`src/rtl/mpsoc_wb_uart_transmitter.sv`:
```
`default_nettype none
// ============================================================================
// Module   : mpsoc_wb_uart_transmitter
// Brief    : UART transmit path: 16-entry byte FIFO feeding an LCR-framed
//            serializer paced by the 16x baud enable.
// Revision : 1.0 - initial release
// ============================================================================
module mpsoc_wb_uart_transmitter #(
    parameter int FIFO_WIDTH     = 8,
    parameter int FIFO_DEPTH     = 16,
    parameter int FIFO_POINTER_W = 4,
    parameter int FIFO_COUNTER_W = 5
) (
    input  logic                      clk,
    input  logic                      wb_rst_i,
    input  logic                      enable,
    input  logic [7:0]                lcr,
    input  logic                      tx_push,
    input  logic [FIFO_WIDTH-1:0]     tx_data,
    input  logic                      tx_fifo_reset,
    input  logic                      reset_status,
    output logic                      stx_pad_o,
    output logic [2:0]                tstate,
    output logic [FIFO_COUNTER_W-1:0] tf_count,
    output logic                      tx_overrun,
    output logic                      tx_empty
);

    typedef enum logic [2:0] {
        S_IDLE   = 3'd0,
        S_START  = 3'd1,
        S_DATA   = 3'd2,
        S_PARITY = 3'd3,
        S_STOP   = 3'd4
    } state_t;

    localparam logic [FIFO_COUNTER_W-1:0] c_full      = FIFO_COUNTER_W'(FIFO_DEPTH);
    localparam logic [4:0]                c_bit_ticks = 5'd15;
    localparam logic [4:0]                c_stop_1p5  = 5'd23;
    localparam logic [4:0]                c_stop_2    = 5'd31;

    logic [FIFO_WIDTH-1:0]     r_mem [FIFO_DEPTH];
    logic [FIFO_POINTER_W-1:0] r_top;
    logic [FIFO_POINTER_W-1:0] r_bottom;
    logic [FIFO_COUNTER_W-1:0] r_count;
    logic                      r_overrun;

    state_t                r_state,    w_state_nxt;
    logic [4:0]            r_timer,    w_timer_nxt;
    logic [FIFO_WIDTH-1:0] r_shift,    w_shift_nxt;
    logic [2:0]            r_bits,     w_bits_nxt;
    logic [1:0]            r_wlen,     w_wlen_nxt;
    logic                  r_stop_sel, w_stop_sel_nxt;
    logic                  r_par_en,   w_par_en_nxt;
    logic                  r_par_bit,  w_par_bit_nxt;
    logic                  r_line,     w_line_nxt;

    logic                  w_pop;
    logic                  w_full;
    logic                  w_push_ok;
    logic                  w_drop;
    logic                  w_bit_end;
    logic [FIFO_WIDTH-1:0] w_head;
    logic [FIFO_WIDTH-1:0] w_mask;
    logic                  w_par_xor;
    logic                  w_par_calc;
    logic [4:0]            w_stop_len;
    logic                  w_unused;

    assign w_unused = lcr[7];

    // A full FIFO still accepts a push when the serializer pops in the same cycle.
    assign w_pop     = (r_state == S_IDLE) && (r_count != '0);
    assign w_full    = (r_count == c_full);
    assign w_push_ok = tx_push && (!w_full || w_pop);
    assign w_drop    = tx_push && w_full && !w_pop;
    assign w_head    = r_mem[r_bottom];

    assign w_mask     = FIFO_WIDTH'(8'hFF >> (2'd3 - lcr[1:0]));
    assign w_par_xor  = ^(w_head & w_mask);
    assign w_par_calc = lcr[5] ? ~lcr[4] : (lcr[4] ? w_par_xor : ~w_par_xor);

    assign w_bit_end  = enable && (r_timer == 5'd0);
    assign w_stop_len = !r_stop_sel ? c_bit_ticks : ((r_wlen == 2'd0) ? c_stop_1p5 : c_stop_2);

    always_ff @(posedge clk or posedge wb_rst_i) begin
        if (wb_rst_i) begin
            r_top    <= '0;
            r_bottom <= '0;
            r_count  <= '0;
        end else if (tx_fifo_reset) begin
            r_top    <= '0;
            r_bottom <= '0;
            r_count  <= '0;
        end else begin
            if (w_push_ok) r_top    <= r_top + 1'b1;
            if (w_pop)     r_bottom <= r_bottom + 1'b1;
            r_count <= r_count + FIFO_COUNTER_W'(w_push_ok) - FIFO_COUNTER_W'(w_pop);
        end
    end

    always_ff @(posedge clk) begin
        if (w_push_ok && !tx_fifo_reset) r_mem[r_top] <= tx_data;
    end

    always_ff @(posedge clk or posedge wb_rst_i) begin
        if (wb_rst_i)                          r_overrun <= 1'b0;
        else if (w_drop)                       r_overrun <= 1'b1;
        else if (tx_fifo_reset || reset_status) r_overrun <= 1'b0;
    end

    always_ff @(posedge clk or posedge wb_rst_i) begin
        if (wb_rst_i) begin
            r_state    <= S_IDLE;
            r_timer    <= '0;
            r_shift    <= '0;
            r_bits     <= '0;
            r_wlen     <= '0;
            r_stop_sel <= 1'b0;
            r_par_en   <= 1'b0;
            r_par_bit  <= 1'b0;
            r_line     <= 1'b1;
        end else begin
            r_state    <= w_state_nxt;
            r_timer    <= w_timer_nxt;
            r_shift    <= w_shift_nxt;
            r_bits     <= w_bits_nxt;
            r_wlen     <= w_wlen_nxt;
            r_stop_sel <= w_stop_sel_nxt;
            r_par_en   <= w_par_en_nxt;
            r_par_bit  <= w_par_bit_nxt;
            r_line     <= w_line_nxt;
        end
    end

    // Line level is decided on the transition so it is stable for the whole bit.
    always_comb begin
        w_state_nxt    = r_state;
        w_timer_nxt    = r_timer;
        w_shift_nxt    = r_shift;
        w_bits_nxt     = r_bits;
        w_wlen_nxt     = r_wlen;
        w_stop_sel_nxt = r_stop_sel;
        w_par_en_nxt   = r_par_en;
        w_par_bit_nxt  = r_par_bit;
        w_line_nxt     = r_line;
        if (enable && (r_timer != 5'd0)) w_timer_nxt = r_timer - 5'd1;
        case (r_state)
            S_IDLE: begin
                if (w_pop) begin
                    w_state_nxt    = S_START;
                    w_timer_nxt    = c_bit_ticks;
                    w_shift_nxt    = w_head;
                    w_bits_nxt     = 3'd0;
                    w_wlen_nxt     = lcr[1:0];
                    w_stop_sel_nxt = lcr[2];
                    w_par_en_nxt   = lcr[3];
                    w_par_bit_nxt  = w_par_calc;
                    w_line_nxt     = 1'b0;
                end
            end
            S_START: begin
                if (w_bit_end) begin
                    w_state_nxt = S_DATA;
                    w_timer_nxt = c_bit_ticks;
                    w_line_nxt  = r_shift[0];
                end
            end
            S_DATA: begin
                if (w_bit_end) begin
                    w_timer_nxt = c_bit_ticks;
                    if (r_bits == (3'd4 + {1'b0, r_wlen})) begin
                        if (r_par_en) begin
                            w_state_nxt = S_PARITY;
                            w_line_nxt  = r_par_bit;
                        end else begin
                            w_state_nxt = S_STOP;
                            w_timer_nxt = w_stop_len;
                            w_line_nxt  = 1'b1;
                        end
                    end else begin
                        w_shift_nxt = r_shift >> 1;
                        w_bits_nxt  = r_bits + 3'd1;
                        w_line_nxt  = r_shift[1];
                    end
                end
            end
            S_PARITY: begin
                if (w_bit_end) begin
                    w_state_nxt = S_STOP;
                    w_timer_nxt = w_stop_len;
                    w_line_nxt  = 1'b1;
                end
            end
            S_STOP: begin
                if (w_bit_end) begin
                    w_state_nxt = S_IDLE;
                    w_line_nxt  = 1'b1;
                end
            end
            default: begin
                w_state_nxt = S_IDLE;
                w_line_nxt  = 1'b1;
            end
        endcase
    end

    assign stx_pad_o  = r_line & ~lcr[6];
    assign tstate     = r_state;
    assign tf_count   = r_count;
    assign tx_overrun = r_overrun;
    assign tx_empty   = (r_count == '0) && (r_state == S_IDLE);

endmodule
`default_nettype wire

```
`config.mk`:
```
export PLATFORM = sky130hd
export DESIGN_NAME = mpsoc_wb_uart_transmitter
export DESIGN_NICKNAME = d
export VERILOG_FILES = /design/src/rtl/mpsoc_wb_uart_transmitter.sv
export SDC_FILE = /design/constraint.sdc
export NUM_CORES = 1
export LEC_CHECK = 0
export ABC_AREA = 1
export BUFFER_PORTS_ARGS = -buffer_cell sky130_fd_sc_hd__buf_2
export CORE_MARGIN = 2
export CORE_UTILIZATION = 46
export CTS_CLUSTER_SIZE = 20
export DETAILED_ROUTE_END_ITERATION = 10
export GPL_ROUTABILITY_DRIVEN = 1
export GPL_TIMING_DRIVEN = 0
export SYNTH_ARGS = -nofsm -noshare
export SYNTH_HDL_FRONTEND = slang
export SYNTH_SLANG_ARGS = --single-unit
```
`constraint.sdc`:
```
create_clock -name clk -period 3.38 [get_ports clk]
set_input_delay 0.338 -clock clk [delete_from_list [all_inputs] [get_ports clk]]
set_output_delay 0.338 -clock clk [all_outputs]
set_load 0.02 [all_outputs]
```
==> impl_summary.txt <==
----------------------------------------------------
[Outcome]
  Run status ... completed

[Pwr]
  P_int ... 0.004240 W
  Total power of the final layout ... 0.006886 W
  Proportion of power drawn by the clock network ... 27.4%
  Share of total power in combinational logic ... 35.8%
  Net Sw Power ... 0.002646 W
  Peak supply drop ... 0.4577 mV
  Part of the power in registers ... 36.8%
  Switching Share ... 38.43%
  Power density of the placed cells ... 775.3 mW/mm²
  Lkg Pwr ... 3.878 nW

[Detailed routing]
  Post-Route WL ... 19140 µm
  Average wire per standard cell ... 17.35 µm
  Drt first pass iters ... 8
  Post-DR vias/cell ... 5.209
  Number of nets still failing antenna checks after routing ... 0
  Drt first-iter violations ... 607
  Drt drc ... 0
  Vias ... 5746

[Floorplan]
  Area of the die ... 0.01801 mm²
  Initial Util ... 47.03%
  Die H ... 134.2 µm
  Number of placement rows ... 47
  Chip width ... 134.2 µm
  Number of top-level pins ... 33
  Area of the core ... 0.01658 mm²

[Global route]
  Pin count of the biggest net entering global routing ... 40
  All-Layer GR Usage ... 22.16%
  Number of global-route vias before repair ... 5447
  Wire length of the first global-routing pass ... 29570 µm
  GR Overflow Total ... 0
  Number of antenna violations at the first check in global routing ... 0

[Finish]
  Relative area change from synthesis to final layout ... 13.89%
  Final layout net count ... 905
  FILL cells ... 1495
  Post-layout util ... 53.56%
  Number of cells in the finished layout apart from fillers ... 1103
  # diodes ... 0
  Ratio of cells with drive above 1 in the final layout ... 13.14%
  Leading cell types in the layout, fill and taps excluded ... sky130_fd_sc_hd__nand2_1 (235), sky130_fd_sc_hd__edfxtp_1 (128), sky130_fd_sc_hd__inv_1 (111)
  Most common cell after layout, fill and taps aside ... sky130_fd_sc_hd__nand2_1

[Critical path]
  Delay of the slowest cell on the worst path ... 400 ps
  Top cell by count, worst path ... sky130_fd_sc_hd__nand2_1
  Dominant delay contributor by cell family on the critical path ... simple AND/OR/NAND/NOR gates
  Type of the worst setup path ... reg -> reg
  Endpoint kind of the worst setup timing path ... flip-flop
  Arrival time at the worst endpoint ... 3270 ps
  Maximum fanout along the worst path ... 10
  CP max-delay cell ... sky130_fd_sc_hd__dfrtp_1
  Worst reg2reg startpoint ... tf_count[2]
  Crit path buf inv count ... 4
  CP Launch Point ... tf_count[2]
  Crit start category ... flip-flop
  Required time reported for the critical path endpoint ... 3680 ps
  Cell breakdown of the critical path ... inv_1 > ha_1 > nor3b_1 > nand2_1 > nand2_1 > clkbuf_2 > nand2_1 > nand2_1 > ha_1 > inv_1 > fa_1 > inv_1 > a21oi_1 > nor2_1 > nor2_1 > xor2_1 > nor2_1

[Placed design]
  DP Wirelength ... 13050 µm
  Number of placed instances, taps included ... 1071
  Worst setup slack after placement ... 129.8 ps
  IO buf count ... 31
  Placer Congestion ... 0.8858

[Logic synthesis]
  Number of instances in the synthesized netlist ... 817
  Register bit count reported by yosys ... 167
  Area fraction in compound gates after synthesis ... 5.198%
  Number of distinct library cells after synthesis ... 33
  Synth Area in XOR/XNOR ... 0.6738%
  Main combinational cell family by area after synthesis ... simple AND/OR/NAND/NOR gates
  Sequential cell area fraction in the yosys report ... 61.82%
  Average cell area after synthesis ... 9.546 µm²
  Number of warning messages in the yosys log ... 0
  Proportion of synthesized area in mux cells ... 0%
  Post-synth design cell area ... 0.007799 mm²
  Net Count, Synth ... 852
  Simple-gate area share of the yosys netlist ... 21.64%
  Share of synthesized cell area in full adder, half adder and majority cells ... 2.182%

[Clock tree]
  Bufs on Longest Clock Path ... 2
  CTS sink cnt ... 167
  Clock-pin slew on the worst setup and hold paths ... 70 ps
  Number of H-tree levels ... 4
  TritonCTS Buffers ... 17
  Number of hold buffers added after cts ... 0
  Number of setup buffers added after CTS ... 0
  Cell at the root of the clock tree ... sky130_fd_sc_hd__clkbuf_16
  Clock tree from TritonCTS ... yes
  Clock insertion delay at the later pin of the skew report ... 430 ps

[Timing]
  Number of pins with negative max-slew slack in the final report ... 0
  Unrepaired setup endpoints after global routing ... false
  Setup skew after layout ... 6.140 ps
  Actual slew at the worst max-slew pin ... 1027 ps
  Fmax achieved ... 337.0 MHz
  Min cycle time layout ... 2967 ps
  Crit share post-route ... 87.79%
  Least setup slack across all paths after layout ... 412.8 ps
  Count of endpoints failing hold in the final timing report ... 0
  Final count of negative-setup-slack endpoints ... 0
  Normalized max-slew margin ... 31.16%

[Min path]
  Min-Delay Path Class ... in -> async

[Job]
  Max-cap violations ... 0

----------------------------------------------------
[kinds of logic after synthesis]
kind of cell / count (synthesis)
DFF: 167
buffers and inverters: 150
xor gates and xnor gates: 6
AOI/OAI and AO/OA: 76
adders and majority gates: 13
and+or+nand+nor: 405
[layout make-up]
class | count | area [µm²] | share of cell area (%)
clock buffer | 17 | 425.4 | 4.789
timing repair buffer | 34 | 182.7 | 2.057
multi-input combinational | 500 | 2371 | 26.69
clock inverter | 15 | 143.9 | 1.620
tap | 220 | 275.3 | 3.099
sequential | 167 | 4821 | 54.28
buffer | 29 | 206.4 | 2.324
inverter | 121 | 456.7 | 5.142
[metal layers]
| layer | wire length, µm | track usage, % | part of all wire (%) |
|---|---|---|---|
| met3 | 1211 | 4.611 | 6.3 |
| met1 | 8497 | 30.10 | 44 |
| met5 | 0 | 0 | 0 |
| met4 | 363 | 7.895 | 1.9 |
| met2 | 9067 | 35.52 | 47 |
[state kept, by name, summed over array words and instances (netlist names), 2 cells and up]
register  flops
r_wlen        2
r_bottom      4
r_top         4
tstate        3
tf_count      5
r_bits        3
r_mem       128
r_timer       5
r_shift       8
[synth_stat cells]
cell / instances / share of area [%]
sky130_fd_sc_hd__nand2_1: 235 / 11
sky130_fd_sc_hd__edfxtp_1: 128 / 49
sky130_fd_sc_hd__inv_1: 112 / 5.4
sky130_fd_sc_hd__nand3_1: 92 / 5.9
sky130_fd_sc_hd__nor2_1: 50 / 2.4
sky130_fd_sc_hd__dfrtp_1: 38 / 12
sky130_fd_sc_hd__o21ai_0: 30 / 1.9
sky130_fd_sc_hd__a21oi_1: 26 / 1.7
sky130_fd_sc_hd__nor3_1: 17 / 1.1
sky130_fd_sc_hd__ha_1: 12 / 1.9
sky130_fd_sc_hd__buf_2: 11 / 0.71
sky130_fd_sc_hd__o21ai_1: 10 / 0.64
sky130_fd_sc_hd__buf_4: 8 / 0.77
sky130_fd_sc_hd__buf_6: 7 / 1.0
sky130_fd_sc_hd__inv_2: 5 / 0.24
sky130_fd_sc_hd__o211ai_1: 4 / 0.39
sky130_fd_sc_hd__clkbuf_1: 3 / 0.14
sky130_fd_sc_hd__clkinv_1: 3 / 0.14
sky130_fd_sc_hd__nor2_2: 3 / 0.24
sky130_fd_sc_hd__xnor2_1: 3 / 0.34
sky130_fd_sc_hd__xor2_1: 3 / 0.34
sky130_fd_sc_hd__a211oi_1: 2 / 0.19
sky130_fd_sc_hd__nand2_2: 2 / 0.16
sky130_fd_sc_hd__nand3b_1: 2 / 0.19
sky130_fd_sc_hd__nand4_1: 2 / 0.16
sky130_fd_sc_hd__o22ai_1: 2 / 0.16
sky130_fd_sc_hd__dfstp_2: 1 / 0.34
sky130_fd_sc_hd__fa_1: 1 / 0.26
sky130_fd_sc_hd__inv_4: 1 / 0.080
sky130_fd_sc_hd__nor3b_1: 1 / 0.096
sky130_fd_sc_hd__o221ai_1: 1 / 0.11
sky130_fd_sc_hd__o311ai_0: 1 / 0.11
sky130_fd_sc_hd__or2_0: 1 / 0.080
[metrics by stage]
stage	TNS, ps	hold WS, ps	area [µm²]
final	0	70.48	8882
after global routing	0	98.00	8882
after CTS	0	85.05	8856
after detailed placement	0	465.1	8287
after global placement	-1259	463.4	8229
after floorplan	0	436.9	7799
[final timing paths]
path,end,slack [ps],cells after the start
max,tf_count[4],410,17
min,r_timer[2],70,2
max reg2reg,tf_count[4],410,17
min reg2reg,r_stop_sel,480,2
max in group asynchronous,r_bits[0],2780,2
min in group clk,tx_overrun,100,2
[power groups by stage]
stage	Combinational, W	Clock (W)	Sequential (W)
after global routing	0.00275	0.00200	0.00256
after detailed placement	0.00242	0	0.00258
after floorplan	0.00168	0	0.00260
after global placement	0.00238	0	0.00257
final	0.00247	0.00188	0.00253
after CTS	0.00244	0.00191	0.00254
[what timing repair did]
| action | 4_1_cts | 5_1_grt |
|---|---|---|
| setup endpoints to repair | 0 | 9 |
| gates resized for setup | 0 | 3 |
| hold endpoints to repair | 0 | 0 |
(Power assumes the default switching activity.)
